## src/rtl/uart_rx_buffer.sv

```systemverilog
// uart_rx_buffer
//   8N1 UART receiver feeding a 4-entry byte FIFO. The FIFO and the status flags are
//   visible on a simple memory-mapped read bus.
//
//   Parameters
//     BAUD_DIV   clk cycles per serial bit (4..65535)
//     DATA_ADDR  byte address of the RX data register (reading it pops the FIFO)
//     STAT_ADDR  byte address of the RX status register {FERR, OVR, full, nonempty}
//
//   Ports
//     clk     system clock; all state updates on its rising edge
//     reset   synchronous, active-high reset
//     in      asynchronous serial line, idle high, LSB first
//     rd      CPU read strobe
//     addr    CPU byte address
//     rdata   read data; zero when not selected so it can be OR-combined with other slaves
//     irqout  registered "FIFO not empty" interrupt request
module uart_rx_buffer #(
    parameter int unsigned BAUD_DIV  = 5208,
    parameter logic [31:0] DATA_ADDR = 32'h4000_001C,
    parameter logic [31:0] STAT_ADDR = 32'h4000_0020
) (
    input  logic        clk,
    input  logic        reset,
    input  logic        in,
    input  logic        rd,
    input  logic [31:0] addr,
    output logic [31:0] rdata,
    output logic        irqout
);

    localparam logic [1:0] ST_IDLE  = 2'd0;
    localparam logic [1:0] ST_START = 2'd1;
    localparam logic [1:0] ST_DATA  = 2'd2;
    localparam logic [1:0] ST_STOP  = 2'd3;

    // Terminal bit-timer values: middle of the start bit, then one full bit period.
    localparam logic [15:0] HALF_LAST = 16'(BAUD_DIV / 2 - 1);
    localparam logic [15:0] BIT_LAST  = 16'(BAUD_DIV - 1);

    localparam logic [2:0] FIFO_DEPTH = 3'd4;

    // ------------------------------------------------------------------
    // Input synchronizer
    // ------------------------------------------------------------------
    logic sync1_q;
    logic sync2_q;
    logic rxs;

    always_ff @(posedge clk) begin
        if (reset) begin
            sync1_q <= 1'b1;
            sync2_q <= 1'b1;
        end else begin
            sync1_q <= in;
            sync2_q <= sync1_q;
        end
    end

    assign rxs = sync2_q;

    // ------------------------------------------------------------------
    // Receiver FSM
    // ------------------------------------------------------------------
    logic [1:0]  state_q, state_d;
    logic [15:0] timer_q, timer_d;
    logic [2:0]  bit_cnt_q, bit_cnt_d;
    logic [7:0]  shift_q, shift_d;
    logic        push;
    logic        ferr_set;

    always_comb begin
        state_d   = state_q;
        timer_d   = timer_q + 16'd1;
        bit_cnt_d = bit_cnt_q;
        shift_d   = shift_q;
        push      = 1'b0;
        ferr_set  = 1'b0;
        case (state_q)
            ST_IDLE: begin
                timer_d = 16'd0;
                if (!rxs) begin
                    state_d = ST_START;
                end
            end
            ST_START: begin
                // Resample in the middle of the start bit; a high line means a glitch.
                if (timer_q == HALF_LAST) begin
                    timer_d   = 16'd0;
                    bit_cnt_d = 3'd0;
                    state_d   = rxs ? ST_IDLE : ST_DATA;
                end
            end
            ST_DATA: begin
                // Timer restarts per bit so every sample lands mid-bit.
                if (timer_q == BIT_LAST) begin
                    timer_d   = 16'd0;
                    shift_d   = {rxs, shift_q[7:1]};
                    bit_cnt_d = bit_cnt_q + 3'd1;
                    if (bit_cnt_q == 3'd7) begin
                        state_d = ST_STOP;
                    end
                end
            end
            ST_STOP: begin
                if (timer_q == BIT_LAST) begin
                    timer_d = 16'd0;
                    state_d = ST_IDLE;
                    if (rxs) begin
                        push = 1'b1;
                    end else begin
                        ferr_set = 1'b1;
                    end
                end
            end
            default: begin
                timer_d = 16'd0;
                state_d = ST_IDLE;
            end
        endcase
    end

    always_ff @(posedge clk) begin
        if (reset) begin
            state_q   <= ST_IDLE;
            timer_q   <= 16'd0;
            bit_cnt_q <= 3'd0;
            shift_q   <= 8'h00;
        end else begin
            state_q   <= state_d;
            timer_q   <= timer_d;
            bit_cnt_q <= bit_cnt_d;
            shift_q   <= shift_d;
        end
    end

    // ------------------------------------------------------------------
    // Bus decode
    // ------------------------------------------------------------------
    logic data_sel;
    logic stat_sel;

    assign data_sel = rd && (addr == DATA_ADDR);
    assign stat_sel = rd && (addr == STAT_ADDR);

    // ------------------------------------------------------------------
    // FIFO
    // ------------------------------------------------------------------
    logic [7:0] mem [4];
    logic [1:0] wptr_q, wptr_d;
    logic [1:0] rptr_q, rptr_d;
    logic [2:0] count_q, count_d;
    logic       pop;
    logic       do_write;
    logic       ovr_set;
    logic       full;
    logic       nonempty;
    logic [7:0] head;

    assign full     = (count_q == FIFO_DEPTH);
    assign nonempty = (count_q != 3'd0);
    assign head     = nonempty ? mem[rptr_q] : 8'h00;

    // A pop on an empty FIFO is ignored; a push into a full FIFO is only accepted
    // when a pop frees the head slot in the same cycle.
    assign pop      = data_sel && nonempty;
    assign do_write = push && (!full || pop);
    assign ovr_set  = push && full && !pop;

    always_comb begin
        wptr_d  = wptr_q;
        rptr_d  = rptr_q;
        count_d = count_q;
        if (do_write) begin
            wptr_d = wptr_q + 2'd1;
        end
        if (pop) begin
            rptr_d = rptr_q + 2'd1;
        end
        case ({do_write, pop})
            2'b10:   count_d = count_q + 3'd1;
            2'b01:   count_d = count_q - 3'd1;
            default: count_d = count_q;
        endcase
    end

    always_ff @(posedge clk) begin
        if (!reset && do_write) begin
            mem[wptr_q] <= shift_q;
        end
    end

    // ------------------------------------------------------------------
    // Sticky flags and interrupt
    // ------------------------------------------------------------------
    logic ferr_q, ferr_d;
    logic ovr_q, ovr_d;
    logic irq_q;

    // A status read clears the flags, but an event in the same cycle keeps them set.
    always_comb begin
        if (stat_sel) begin
            ferr_d = ferr_set;
            ovr_d  = ovr_set;
        end else begin
            ferr_d = ferr_q | ferr_set;
            ovr_d  = ovr_q | ovr_set;
        end
    end

    always_ff @(posedge clk) begin
        if (reset) begin
            wptr_q  <= 2'd0;
            rptr_q  <= 2'd0;
            count_q <= 3'd0;
            ferr_q  <= 1'b0;
            ovr_q   <= 1'b0;
            irq_q   <= 1'b0;
        end else begin
            wptr_q  <= wptr_d;
            rptr_q  <= rptr_d;
            count_q <= count_d;
            ferr_q  <= ferr_d;
            ovr_q   <= ovr_d;
            irq_q   <= nonempty;
        end
    end

    assign irqout = irq_q;

    // ------------------------------------------------------------------
    // Read data
    // ------------------------------------------------------------------
    always_comb begin
        rdata = 32'h0;
        if (!reset) begin
            if (data_sel) begin
                rdata = {24'h0, head};
            end else if (stat_sel) begin
                rdata = {28'h0, ferr_q, ovr_q, full, nonempty};
            end
        end
    end

endmodule
```

## config.mk

```make
export PLATFORM = sky130hd
export DESIGN_NAME = uart_rx_buffer
export DESIGN_NICKNAME = d
export VERILOG_FILES = /design/src/rtl/uart_rx_buffer.sv
export SDC_FILE = /design/constraint.sdc
export NUM_CORES = 1
export LEC_CHECK = 0
export BUFFER_PORTS_ARGS = -buffer_cell sky130_fd_sc_hd__buf_2
export CAP_MARGIN = 20
export CORE_MARGIN = 2
export CORE_UTILIZATION = 50
export DETAILED_ROUTE_END_ITERATION = 8
export PLACE_DENSITY = 0.76
export SYNTH_ARGS = -nofsm -noshare
export SYNTH_HDL_FRONTEND = slang
export SYNTH_SLANG_ARGS = --single-unit
```

## constraint.sdc

```tcl
create_clock -name clk -period 2.9 [get_ports clk]
set_input_delay 0 -clock clk [delete_from_list [all_inputs] [get_ports clk]]
set_output_delay 0 -clock clk [all_outputs]
set_load 0.02 [all_outputs]
```

---- Word-level counts from Yosys, hierarchy flattened ----
Memory sizes are Yosys's and may differ from the RTL's. A register that Yosys moved wholly into a read port is not among the register bits.
Index checks and enable logic that the tools add are counted.
cells by class
  reductions and logical operators ........ 19
  equal/unequal tests ..................... 16
  multiplexer cells ....................... 30
  bitwise gates (word level) .............. 2
  add/subtract/negate cells ............... 6
operator list
  kind                                                   count
  equality test 32 x 31 -> 1 bit, second input constant  2
  case mux 16 bit (3 select lines)                       1
  2-to-1 mux 16 bit                                      2
  2-to-1 mux 8 bit                                       3
  adder 16 x 1 -> 16 bit, second input constant          1
  equality test 16 x 12 -> 1 bit, second input constant  1
  equality test 16 x 13 -> 1 bit, second input constant  1
  2-to-1 mux 2 bit                                       8
  case mux 3 bit (2 select lines)                        2
  2-to-1 mux 1 bit                                       10
  != test 2 bit, second input constant                   5
  case mux 2 bit (4 select lines)                        1
  logical AND 1 bit                                      7
  adder 3 x 1 -> 3 bit, second input constant            2
  equality test 2 bit, second input constant             3
  equality test 3 bit, second input constant             2
  2-to-1 mux 3 bit                                       2
  AND reduction 5 bit                                    1
  adder 2 x 1 -> 2 bit, second input constant            2
  equality test 2 x 1 -> 1 bit, second input constant    2
  2-to-1 mux 4 bit                                       1
  nonzero test 2 bit                                     2
  zero test 1 bit                                        3
  AND reduction 3 bit                                    1
  other kinds (7)                                        8
storage, ports and cells
  flip-flop bits (word level) ............. 41
  memories ................................ 1
  bits in writable memories ............... 32
  output and inout bits ................... 33
memory list
  name  depth  width  rd ports  clocked after Yosys merged registers in  write ports  line  text
  mem   4      8      1         1                                        1            149   logic [7:0] mem [4];

---- Logic depth before layout (Yosys ltp) ----
Gate-level depths: netlist of the first run.
  depth in word-level cells ............... 8
  gate-level depth with buffers ........... 10
  gate-level depth less buffers ........... 9

---- Least setup slack after synthesis of the first run ----
Ideal clock, no wire load.
  path kind ............................... reg-to-reg
  from .................................... register timer_q[0]
  to ...................................... register count_q[2]
  period minus slack after synthesis ...... 2.745 ns
  data required time ...................... 2.833 ns
  stages on the path, launching flop included .. 11
  setup time .............................. 0.067 ns
  arrival time ............................ 2.679 ns
  buffers on the path ..................... 1
  slack ................................... 0.155 ns
  path through ............................ dfxtp_1 > ha_1 > nor4b_1 > nand4_1 > nor2_1 > buf_4 > nor3_1 > fa_1 > or4_1 > a21o_1 > a21oi_2
between the ends
  cells in the longest elaborated chain, start to end .. 6
  elaborated cells on any way between the ends .. 8
  classes of those cells .................. 3 x eq/ne; 3 x mux; 2 x reduce/logical
ends and longest elaborated chain
  element                                                                       line  text
  from (decl)                                                                   66    logic [15:0] timer_q, timer_d;
  from (signal assigned)                                                        131   timer_q <= timer_d;
  equality test 16 x 13 -> 1 bit *                                              106   if (timer_q == BIT_LAST) begin
  2-to-1 mux 1 bit *                                                            106
  2-to-1 mux 1 bit *                                                            79    case (state_q)
  logical AND 1 bit *                                                           167   assign do_write = push && (!full || pop);
  equality test 2 x 1 -> 1 bit / equality test 2 bit (equally long branches)    180   case ({do_write, pop})
  case mux 3 bit (2 select lines) / nonzero test 2 bit (equally long branches)  --
  to (signal assigned)                                                          222   count_q <= count_d;
  to (decl)                                                                     152   logic [2:0] count_q, count_d;
Mark *: on every way between the ends. The rest lies on a longest branch, timed or not.
A chain may end at the register's enable or synchronous reset.

---- Final worst setup path of the first run ----
  from .................................... register timer_q[10]
  to ...................................... register count_q[2]
The elaborated chain is that of the path after synthesis.

==> key figures, run 1 <==
Run status
  • Status: finished clean

Setup path
  • Kind of critical path: reg -> reg
  • Reg2Reg Setup Slack: around 0.20 ns
  • WP data required: ~3.2 ns
  • Critical Path Stages: 8
  • Worst r2r dst: count_q[2]
  • Critical path arrival: 2.98 ns
  • Worst reg2reg startpoint: timer_q[10]
  • CP max-delay cell: or4_1
  • Buf/Inv on CP: 0
  • CP startpoint kind: flop
  • Max incr delay on CP: roughly 0.54 ns
  • Depth of the worst register-to-register path: 8
  • Crit path max fanout: 6
  • Worst path cell trace: nor4bb_1 > nand4_1 > nor2_1 > nor3_1 > fa_1 > or4_1 > a21o_1 > a21oi_2
  • Crit-path leading delay family: simple AND/OR/NAND/NOR gates
  • CP Capture Type: flop

Logic synthesis
  • Synth cell count leaders: 43 x dfxtp_1, 43 x nor2_1, 32 x edfxtp_1, 29 x buf_4, 16 x nand3_1
  • Ys flop type: dfxtp_1
  • Seq/Total Area, Yosys: 0.511
  • Synth top area share: 0.270
  • Warnings from Yosys: 0
  • Mean Syn Cell Area: approximately 11 µm²
  • Synth cell types: 51
  • Top post-synthesis cells by area: edfxtp_1 27%, dfxtp_1 24%, buf_4 6.1%
  • Number of flops mapped to enable cells by yosys: 32
  • Area leader, netlist: edfxtp_1
  • Syn Inst Count: 321
  • Post-synth ARST share: 0
  • Synthesized area: 3560 µm²
  • Synth Register Bits: 75

Timing
  • Max Freq: 371 MHz
  • Headroom to the max-slew limit: 0.627
  • Hold WS: ~0.13 ns
  • Final-report hold violation count: 0
  • Final Max Tran Viols: 0
  • Slew of the pin with the lowest slew margin: 0.559 ns
  • Final setup viols: 0
  • Setup_tns: 0 ns
  • Tcrit/Tclk final: 0.930
  • RSZ-0062 raised after global routing: no
  • Worst Skew: 0.0114 ns
  • Min cycle time layout: 2.70 ns

Global route
  • Number of global-route vias before repair: 2297
  • Initial antenna violation count: 0
  • First-pass GRT wire length: slightly above 10 mm
  • Largest net degree at the start of global routing: 33
  • GR Layer Usage met2: 0.303
  • GR Util met1: 0.205
  • GR Util All Layers: 0.174
  • Gr busiest metal: met2
  • Total global routing overflow: 0
  • GRT met3 Usage: 0.0373

Job
  • Max_cap viols: 0

Floorplanning
  • Row cnt: 30
  • Die Y: 88.4 µm
  • Core area: between 6000 and 7000 µm²
  • DIE WIDTH: 88.4 µm
  • Die ar.: 7820 µm²
  • Starting density of the core: 0.522
  • Ports: 69

Pwr
  • Power per Cell Area: 476 nW/µm²
  • Lkg Pwr: 0.00143 µW
  • Clock network power share: 0.383
  • Max IR drop VDD: 0.234 mV
  • Cell internal pwr: ~1400 µW
  • Combinational share of power: 0.039
  • Sequential share of power: 0.578
  • Switching share of power: 0.242
  • P_sw: 458 µW

Final layout
  • Final core utilization: 0.583
  • Fin area: 3980 µm²
  • Antenna Cells: 0
  • Fin cells: 470
  • Share of post-route cells with drive strength above 1: 0.235
  • Final net count: a little over 400
  • Area delta synth->final: 11.7%

Routing
  • Post-route DRC: 0
  • Wire per inst: 13.5 µm
  • Starting DRT DRC Count: 129
  • Routed Antenna Nets: 0
  • Routed via count: 2457
  • Final wirelength: roughly 6.3 mm
  • Vias per cell: around 5.2
  • Drt pass-1 iters: 4

Clock network
  • H-tree Lvls: 3
  • CTS tree: yes
  • Root Buffer: clkbuf_8
  • Worst-path clk slew: ~0.080 ns
  • Clk buf depth: 2
  • TritonCTS Buffers: 9
  • Post CTS Setup Buffer Count: 0
  • Sink Count: 75
  • Clk Latency, worst-skew pair: between 0.3 and 0.4 ns

Placed design
  • HPWL after detailed placement: between 4 and 5 mm
  • Placed cells: roughly 450
  • DP Area: ~3800 µm²
  • Buffers on Ports: 44
  • GPL Wtd Cong: 0.839

Min path
  • Worst hold start: reset
  • WHS Path Cells: 2
  • Min-Delay Path Class: in -> reg
==> layout make-up <==
| cell class | count | area [µm²] |
|---|---|---|
| clock buffers | 9 | 124 |
| clock inverters | 7 | 57.6 |
| fillers | 578 | 2850 |
| inverters | 8 | 30.0 |
| multi-input cells | 224 | 1550 |
| flip-flops and latches | 75 | 1820 |
| well taps | 96 | 120 |
| repair buffers | 51 | 275 |
==> worst reg2reg max path: cells and delay by family (launching register included) <==
kind	cells	cell delay [ns]
DFF	1	0.44
AOI/OAI and AO/OA	2	0.31
and+or+nand+nor	5	1.44
adders and majority gates	1	0.44
==> through the flow <==
stage	setup WS, ns	total power, µW
3_5_place_dp	0.0552	1190
6_report	0.202	1900
4_1_cts	0.0232	1910
2_1_floorplan	0.155	1190
5_1_grt	0.0128	1960
3_3_place_gp	0.178	1190
==> logic make-up after synthesis <==
| family | Yosys count | synth area share |
|---|---|---|
| simple gates | 129 | 0.203 |
| compound gates | 26 | 0.0474 |
| mux | 19 | 0.0814 |
| xor+xnor | 18 | 0.0442 |
| flops | 75 | 0.511 |
| buf+inv | 45 | 0.0821 |
| other cells | 1 | 0.00105 |
| fa+ha+maj | 8 | 0.0302 |
==> cell usage in the layout, fill, tap and decap left out, types with 5 or more instances in the layout <==
cell type / synthesis / final
nand2_1: 11 / 11
xor2_1: 9 / 9
clkbuf_8: 1 / 9
o21ai_0: 5 / 5
nor2_1: 43 / 43
nor3_1: 5 / 5
a21oi_1: 8 / 8
buf_4: 29 / 6
xnor2_1: 9 / 9
mux2i_1: 11 / 11
inv_1: 8 / 8
edfxtp_1: 32 / 32
and3_1: 9 / 9
buf_2: 0 / 44
dfxtp_1: 43 / 43
nand3_1: 16 / 16
ha_1: 7 / 7
mux4_2: 8 / 8
conb_1: 1 / 24
==> power by group through the flow <==
stage          logic (µW)  registers (µW)  clock network, µW
6_report             74.3            1100                725
3_5_place_dp         72.8            1120                  0
5_1_grt              81.5            1100                781
4_1_cts              74.1            1100                744
3_3_place_gp         72.0            1120                  0
2_1_floorplan        72.3            1120                  0
==> registers in the layout (all words and copies together), names as in the netlist, 2 cells and up, named ones only <==
signal     count
bit_cnt_q      3
count_q        3
mem           32
rptr_q         2
shift_q        8
timer_q       16
wptr_q         2
==> worst max path at each step <==
stage	start	endpoint	slack, ns
2_1_floorplan	timer_q[0]	count_q[2]	0.15
3_3_place_gp	timer_q[0]	count_q[2]	0.18
3_5_place_dp	timer_q[0]	count_q[2]	0.06
4_1_cts	timer_q[0]	count_q[2]	0.02
5_1_grt	timer_q[10]	count_q[2]	0.01
6_report	timer_q[10]	count_q[2]	0.20
==> per-layer routing <==
| metal | share of wire | vias up |
|---|---|---|
| li1 | - | 1200 |
| met5 | 0 | - |
| met2 | 0.49 | 87 |
| met1 | 0.43 | 1158 |
| met4 | 0.020 | 0 |
| met3 | 0.058 | 12 |
==> timing repair <==
action | in CTS | in global routing
setup endpoints to repair | 0 | 1
gates resized for setup | 0 | 2
hold buffers | 1 | 0
hold endpoints to repair | 1 | 0
No activity file was read; power rests on OpenSTA's default activity.
==> run 2: changes to the inputs <==
- ABC_AREA: unset -> 1
- CORE_UTILIZATION: 50 -> 37
- PLACE_DENSITY: 0.76 -> unset
==> run 2 against run 1 <==
  * Non-clock buffer count fell by 4
  * Sequential share of layout area fell by 2.2 points
  * Register-to-register slack improved by 0.39 ns
  * Critical path depth rose by 1
  * Routed wire length rose by 13%
  * Utilization fell by 15 points
  * Cell count rose by 30%
  * Power rose by 11%
  * Via count rose by 12%
  * Final area rose by 4.9%
  * Die area rose by 37%
  * Highest routed layer unchanged
==> key figures, run 2 <==
Setup path
  • Reg2Reg Setup Slack: 0.60 ns (+0.39 ns)
  • Critical path arrival: 2.30 ns (-0.68 ns)
  • Kind of critical path: reg -> reg
  • CP max-delay cell: nor2_1
  • Crit-path leading delay family: simple AND/OR/NAND/NOR gates
  • Buf/Inv on CP: 1 (+1)
  • Crit path max fanout: 8 (+2)
  • Max incr delay on CP: 0.57 ns (+0.03 ns)
  • CP Capture Type: flop
  • WP data required: 2.89 ns (-0.29 ns)
  • Worst path cell trace: ha_1 > nand2_1 > inv_2 > nand3_1 > nor2_2 > nand2_2 > nor2_8 > nand3_1 > nor2_1
  • CP startpoint kind: flop
  • Top cell by count, worst path: nand3_1

Timing
  • Worst Skew: 0.0128 ns (+0.00143 ns)
  • Tcrit/Tclk final: 0.794 (-0.136)
  • Final setup viols: 0 (unchanged)
  • Min cycle time layout: 2.30 ns (-0.395 ns)
  • Setup_tns: 0 ns (unchanged)
  • Final Max Tran Viols: 0 (unchanged)
  • Final-report hold violation count: 0 (unchanged)
  • Max Freq: 434 MHz (+17%)
  • Slew of the pin with the lowest slew margin: 0.700 ns (+0.141 ns)
  • Headroom to the max-slew limit: 0.531 (-0.0959)
  • RSZ-0062 raised after global routing: no
  • Hold WS: 0.0375 ns (-0.0886 ns)

Final layout
  • Top Registers: mem (32), timer_q (16), shift_q (8)
  • Area delta synth->final: 14.0%
  • Final net count: 516 (+25%)
  • Antenna Cells: 0 (unchanged)
  • Most flops, register: mem
  • Commonest non-fill, non-tap cell in the layout: nor2_1
  • Fill cells: 986 (+71%)
  • Share of post-route cells with drive strength above 1: 0.195 (-0.0403)
  • Final core utilization: 0.431 (-0.151)
  • Max FFs per register: 32 (unchanged)
  • Most frequent cells in the layout: 75 x nor2_1, 47 x nand2_1, 44 x buf_2, 43 x dfxtp_1, 41 x inv_1

Global route
  • GR Util All Layers: 0.141 (-0.0328)
  • Number of global-route vias before repair: 2663 (+16%)
  • Total global routing overflow: 0 (unchanged)
  • Largest net degree at the start of global routing: 24 (-27%)
  • First-pass GRT wire length: 12.3 mm (+19%)
  • Initial antenna violation count: 0 (unchanged)

Placed design
  • GPL Wtd Cong: 0.850 (+1.4%)
  • Buffers on Ports: 44 (unchanged)
  • HPWL after detailed placement: 5.41 mm (+19%)

Pwr
  • Power per Cell Area: 505 nW/µm² (+6.1%)
  • Lkg Pwr: 0.00179 µW (+25%)
  • Max IR drop VDD: 0.254 mV (+8.5%)

Logic synthesis
  • Seq/Total Area, Yosys: 0.497 (-0.0140)
  • Synth cell count leaders: 75 x nor2_1, 47 x nand2_1, 43 x dfxtp_1, 41 x inv_1, 32 x edfxtp_1
  • Post-synth ARST share: 0 (unchanged)
  • Mean Syn Cell Area: 8.66 µm² (-22%)
  • Post-Synth Simple-Gate Area: 0.261 (+0.0583)
  • Number of flops mapped to enable cells by yosys: 32 (unchanged)
  • Warnings from Yosys: 0 (unchanged)
  • Mux cell area share after synthesis: 0 (-0.0814)
  • Synth Area in XOR/XNOR: 0.0119 (-0.0323)
  • Synth cell types: 40 (-22%)
  • Synth Area in Adders: 0.0294 (-0.000824)
  • Most numerous cell in the Yosys netlist: nor2_1
  • Compound-Gate Fraction of Synth Area: 0.0935 (+0.0462)
  • Ys flop type: dfxtp_1
  • Syn Inst Count: 423 (+32%)
  • Top post-synthesis cells by area: edfxtp_1 26%, dfxtp_1 23%, nor2_1 7.7%
  • Synthesized area: 3660 µm² (+2.8%)
  • Synth Register Bits: 75 (unchanged)
  • Synth top area share: 0.262 (-0.00736)
  • Area leader, netlist: edfxtp_1
  • Largest family of logic cells by synthesized area: simple AND/OR/NAND/NOR gates

Clock network
  • Worst-path clk slew: 0.09 ns (about the same)
  • Post-cts resize count: 0 (unchanged)
  • Sink Count: 75 (unchanged)
  • Hold Buf Count CTS: 2 (+1)
  • Clk Latency, worst-skew pair: 0.35 ns (about the same)
  • TritonCTS Buffers: 9 (unchanged)
  • H-tree Lvls: 3 (unchanged)
  • Root Buffer: clkbuf_8
  • Clk buf depth: 2 (unchanged)
  • CTS tree: yes
  • Post CTS Setup Buffer Count: 0 (unchanged)

Floorplanning
  • Row cnt: 36 (+20%)
  • DIE WIDTH: 104 µm (+17%)
  • Core area: 9680 µm² (+42%)
  • Die Y: 104 µm (+17%)
  • Die ar.: 10700 µm² (+37%)
  • Ports: 69 (unchanged)
  • Starting density of the core: 0.378 (-0.143)

Routing
  • Wire per inst: 11.7 µm (-13%)
  • Post-route DRC: 0 (unchanged)
  • Starting DRT DRC Count: 102 (-21%)
  • Final wirelength: 7.16 mm (+13%)
  • Vias per cell: 4.52 (-14%)
  • Routed Antenna Nets: 0 (unchanged)
  • Drt pass-1 iters: 5 (+1)
  • Routed via count: 2756 (+12%)

Run status
  • Status: finished clean

Job
  • Max_cap viols: 0 (unchanged)

Min path
  • Min-Delay Path Class: in -> reg
[run 2: final timing paths]
kind              start   endpoint  cells after the start
min             addr[0]  rptr_q[0]                      4
max          timer_q[0]  mem[2][3]                      9
max reg2reg  timer_q[0]  mem[2][3]                      9
min reg2reg     sync1_q        rxs                      1
[run 2: cell type report]
class                   count  area [µm²]  share of cell area
clock buffers               9         124              0.0297
flip-flops and latches     75        1820               0.436
well taps                 133         166              0.0398
repair buffers             47         248              0.0593
inverters                  45         170              0.0407
clock inverters             7         106              0.0255
multi-input cells         294        1540               0.369
[run 2: routing by layer]
layer,vias up,routed length (µm),GRT usage
met5,-,0,0
met2,50,3580,0.239
met1,1249,3250,0.175
li1,1453,-,-
met4,0,53,0.0473
met3,4,280,0.0371
[run 2: worst min-delay path: cells and delay by family]
family          cells  cell delay, ns
buf+inv             1            0.10
compound gates      1            0.07
simple gates        2            0.17
[run 2: metrics by stage]
stage | power [µW] | cell area [µm²] | std cells | worst slack [ns]
3_5_place_dp | 1220 | 3930 | 592 | 0.576
6_report | 2110 | 4180 | 610 | 0.597
2_1_floorplan | 1210 | 3750 | 446 | 0.894
3_3_place_gp | 1220 | 3930 | 592 | 0.611
5_1_grt | 2190 | 4180 | 610 | 0.380
4_1_cts | 2140 | 4180 | 610 | 0.564
[run 2: kinds of logic after synthesis]
| logic type | Yosys count |
|---|---|
| compound gates | 62 |
| xor+xnor | 5 |
| flops | 75 |
| fa+ha+maj | 8 |
| simple gates | 195 |
| buf+inv | 77 |
| other cells | 1 |
[run 2: report_power, final]
| group | switching (µW) | leakage, µW | internal [µW] | total (µW) |
|---|---|---|---|---|
| combinational | 65.4 | 0.000956 | 33.0 | 98.4 |
| sequential | 4.29 | 0.000719 | 1090 | 1100 |
| clock | 411 | 0.000117 | 501 | 912 |
==> run 3: changes to the inputs <==
- ABC_AREA: 1 -> 0
- clock period: 2.9 -> 2.15 ns (I/O delays scaled with it)
==> run 3 against run 2 <==
  * The run now ends with negative setup slack left
  * Sequential power up 35%
  * Maximum frequency up 2.5%
  * Non-clock buffer count up 52
  * Final area up 8.8%
  * Hold slack better by 0.22 ns
  * Register-to-register slack worse by 0.69 ns
  * Sequential share of layout area down 3.5 points
  * Cell count down 9.7%
  * First-iteration DRC count down 25%
  * Critical path type unchanged
  * Largest power group unchanged
==> key figures, run 3 (synthesis results as in run 1) <==
Run status
  • Status: finished with violations
  • Failing checks: negative setup slack

Final layout
  • Final net count: 461 (-11%)
  • Fin cells: 551 (-9.7%)
  • Fin area: 4540 µm² (+8.8%)
  • Share of post-route cells with drive strength above 1: 0.370 (+0.175)
  • Most frequent cells in the layout: 51 x buf_4, 44 x buf_2, 41 x nor2_1, 41 x dfxtp_1, 32 x edfxtp_1
  • Commonest non-fill, non-tap cell in the layout: buf_4
  • Final core utilization: 0.489 (+0.0582)
  • Top Registers: mem (32), timer_q (16), shift_q (8)
  • Max FFs per register: 32 (unchanged)
  • Antenna Cells: 0 (unchanged)
  • Most flops, register: mem
  • Area delta synth->final: 27.5%

Global route
  • Initial antenna violation count: 0 (unchanged)
  • Largest net degree at the start of global routing: 23 (-4.2%)
  • First-pass GRT wire length: 11.6 mm (-5.6%)
  • Number of global-route vias before repair: 2512 (-5.7%)
  • GR Util All Layers: 0.146 (+0.00477)
  • Total global routing overflow: 0 (unchanged)

Timing
  • Slew of the pin with the lowest slew margin: 0.523 ns (-0.177 ns)
  • RSZ-0062 raised after global routing: yes
  • Final-report hold violation count: 0 (unchanged)
  • Max Freq: 445 MHz (+2.5%)
  • Final setup viols: 1 (+1)
  • Setup_tns: -0.0973 ns (-0.0973 ns)
  • Headroom to the max-slew limit: 0.646 (+0.115)
  • Hold WS: 0.254 ns (+0.217 ns)
  • Worst Skew: 0.00942 ns (-0.00341 ns)
  • Final Max Tran Viols: 0 (unchanged)
  • Fin worst setup slack: -0.0973 ns (-0.694 ns)
  • Min cycle time layout: 2.25 ns (-0.0556 ns)
  • Tcrit/Tclk final: 1.05 (+0.251)

Placed design
  • HPWL after detailed placement: 5.35 mm (-1.1%)
  • DP Area: 4180 µm² (+6.4%)
  • GPL Wtd Cong: 0.761 (-11%)
  • Buffers on Ports: 44 (unchanged)
  • Placed cells: 527 (-11%)

Job
  • Max_cap viols: 0 (unchanged)

Routing
  • Wire per inst: 12.9 µm (+10%)
  • Routed via count: 2600 (-5.7%)
  • Starting DRT DRC Count: 76 (-25%)
  • Routed Antenna Nets: 0 (unchanged)
  • Final wirelength: 7.14 mm (-0.40%)
  • Drt pass-1 iters: 4 (-1)
  • Post-route DRC: 0 (unchanged)
  • Vias per cell: 4.72 (+4.4%)

Setup path
  • Critical path arrival: 2.54 ns (+0.24 ns)
  • WP data required: 2.44 ns (-0.45 ns)
  • Crit path max fanout: 2 (-6)
  • CP startpoint kind: flop
  • Worst reg2reg startpoint: timer_q[0]
  • CP Capture Type: flop
  • CP startpoint: timer_q[0]
  • Kind of critical path: reg -> reg

Floorplanning
  • Ports: 69 (unchanged)
  • Core area: 9280 µm² (-4.1%)
  • DIE WIDTH: 102 µm (-1.3%)
  • Starting density of the core: 0.384 (+0.00554)
  • Row cnt: 35 (-2.8%)
  • Die Y: 102 µm (-1.3%)
  • Die ar.: 10400 µm² (-2.6%)

Pwr
  • Clock network power share: 0.402 (-0.030)
  • Max IR drop VDD: 0.402 mV (+58%)
  • P_sw: 683 µW (+42%)
  • Lkg Pwr: 0.00172 µW (-4.0%)
  • Power per Cell Area: 585 nW/µm² (+16%)
  • Sequential share of power: 0.555 (+0.034)
  • Combinational share of power: 0.043 (-0.004)
  • Switching share of power: 0.257 (+0.0289)
  • Cell internal pwr: 1980 µW (+21%)

Clock network
  • Clk Latency, worst-skew pair: 0.36 ns (about the same)
  • H-tree Lvls: 3 (unchanged)
  • Clk buf depth: 2 (unchanged)
  • CTS tree: yes
  • TritonCTS Buffers: 9 (unchanged)
  • Sink Count: 75 (unchanged)
  • Root Buffer: clkbuf_8
  • Worst-path clk slew: 0.08 ns (about the same)

Min path
  • Worst hold start: addr[4]
  • Min-Delay Path Class: in -> reg
==> run 3: cell types whose count changed in the layout (fill, tap and decap cells not counted), sizes merged, moves of 8 or more <==
cell,before,now
and3,0,9
xnor2,0,9
inv,48,14
mux2i,0,11
o21ai,27,5
buf,45,97
a21oi,22,9
mux4,0,8
nor2,84,43
nand2,57,11
nand3,30,16
==> run 3: what timing repair did <==
| item | 4_1_cts | 5_1_grt |
|---|---|---|
| resized for setup | 6 | 15 |
| hold endpoints to repair | 6 | 0 |
| endpoints found under the setup margin | 1 | 62 |
| hold buffers | 2 | 0 |
| buffers inserted | 6 | 2 |
| pin swaps | 10 | 6 |
==> run 3: final timing paths <==
check | endpoint | slack, ns | depth (start not counted)
max | count_q[2] | -0.1 | 9
min | ovr_q | 0.25 | 6
max reg2reg | count_q[2] | -0.1 | 9
min reg2reg | rxs | 0.42 | 1
==> run 3: layout make-up <==
type / count / area, µm²
Clock buffer: 9 / 124
Clock inverter: 7 / 73.8
Fill cell: 864 / 4740
Inverter: 8 / 30.0
Multi-Input combinational cell: 224 / 1690
Sequential cell: 75 / 1820
Tap cell: 129 / 161
Timing Repair Buffer: 99 / 646
==> run 3: metal layers <==
metal  routed length (µm)  vias to the layer above  GRT usage
met2                 3500                       84      0.258
met1                 3030                     1218      0.173
met4                   94                        0     0.0523
met5                    0                        -          0
li1                     -                     1291          -
met3                  508                        7     0.0335
==> run 3: power by group through the flow <==
stage                     sequential (µW)  combinational, µW  clock [µW]
after detailed placement             1510                109           0
after floorplan                      1510               97.6           0
after global placement               1510                108           0
after global routing                 1480                127        1160
after CTS                            1480                114        1100
final                                1480                115        1070
==> run 3: critical path, cell delays in order, from the launching register on <==
cell and delay (ns):
dfxtp_2 0.36, ha_4 0.13, nor4b_4 0.22, nand4_1 0.18
nor2_2 0.18, nor3_4 0.05, fa_2 0.35, or4_4 0.41
a21o_1 0.18, a21oi_2 0.13
==> run 3: through the flow <==
| step | total power (µW) | setup WS [ns] |
|---|---|---|
| after floorplan | 1610 | -0.304 |
| after detailed placement | 1620 | -0.295 |
| after global routing | 2760 | -0.224 |
| after CTS | 2680 | -0.120 |
| final | 2660 | -0.0973 |
| after global placement | 1620 | -0.224 |
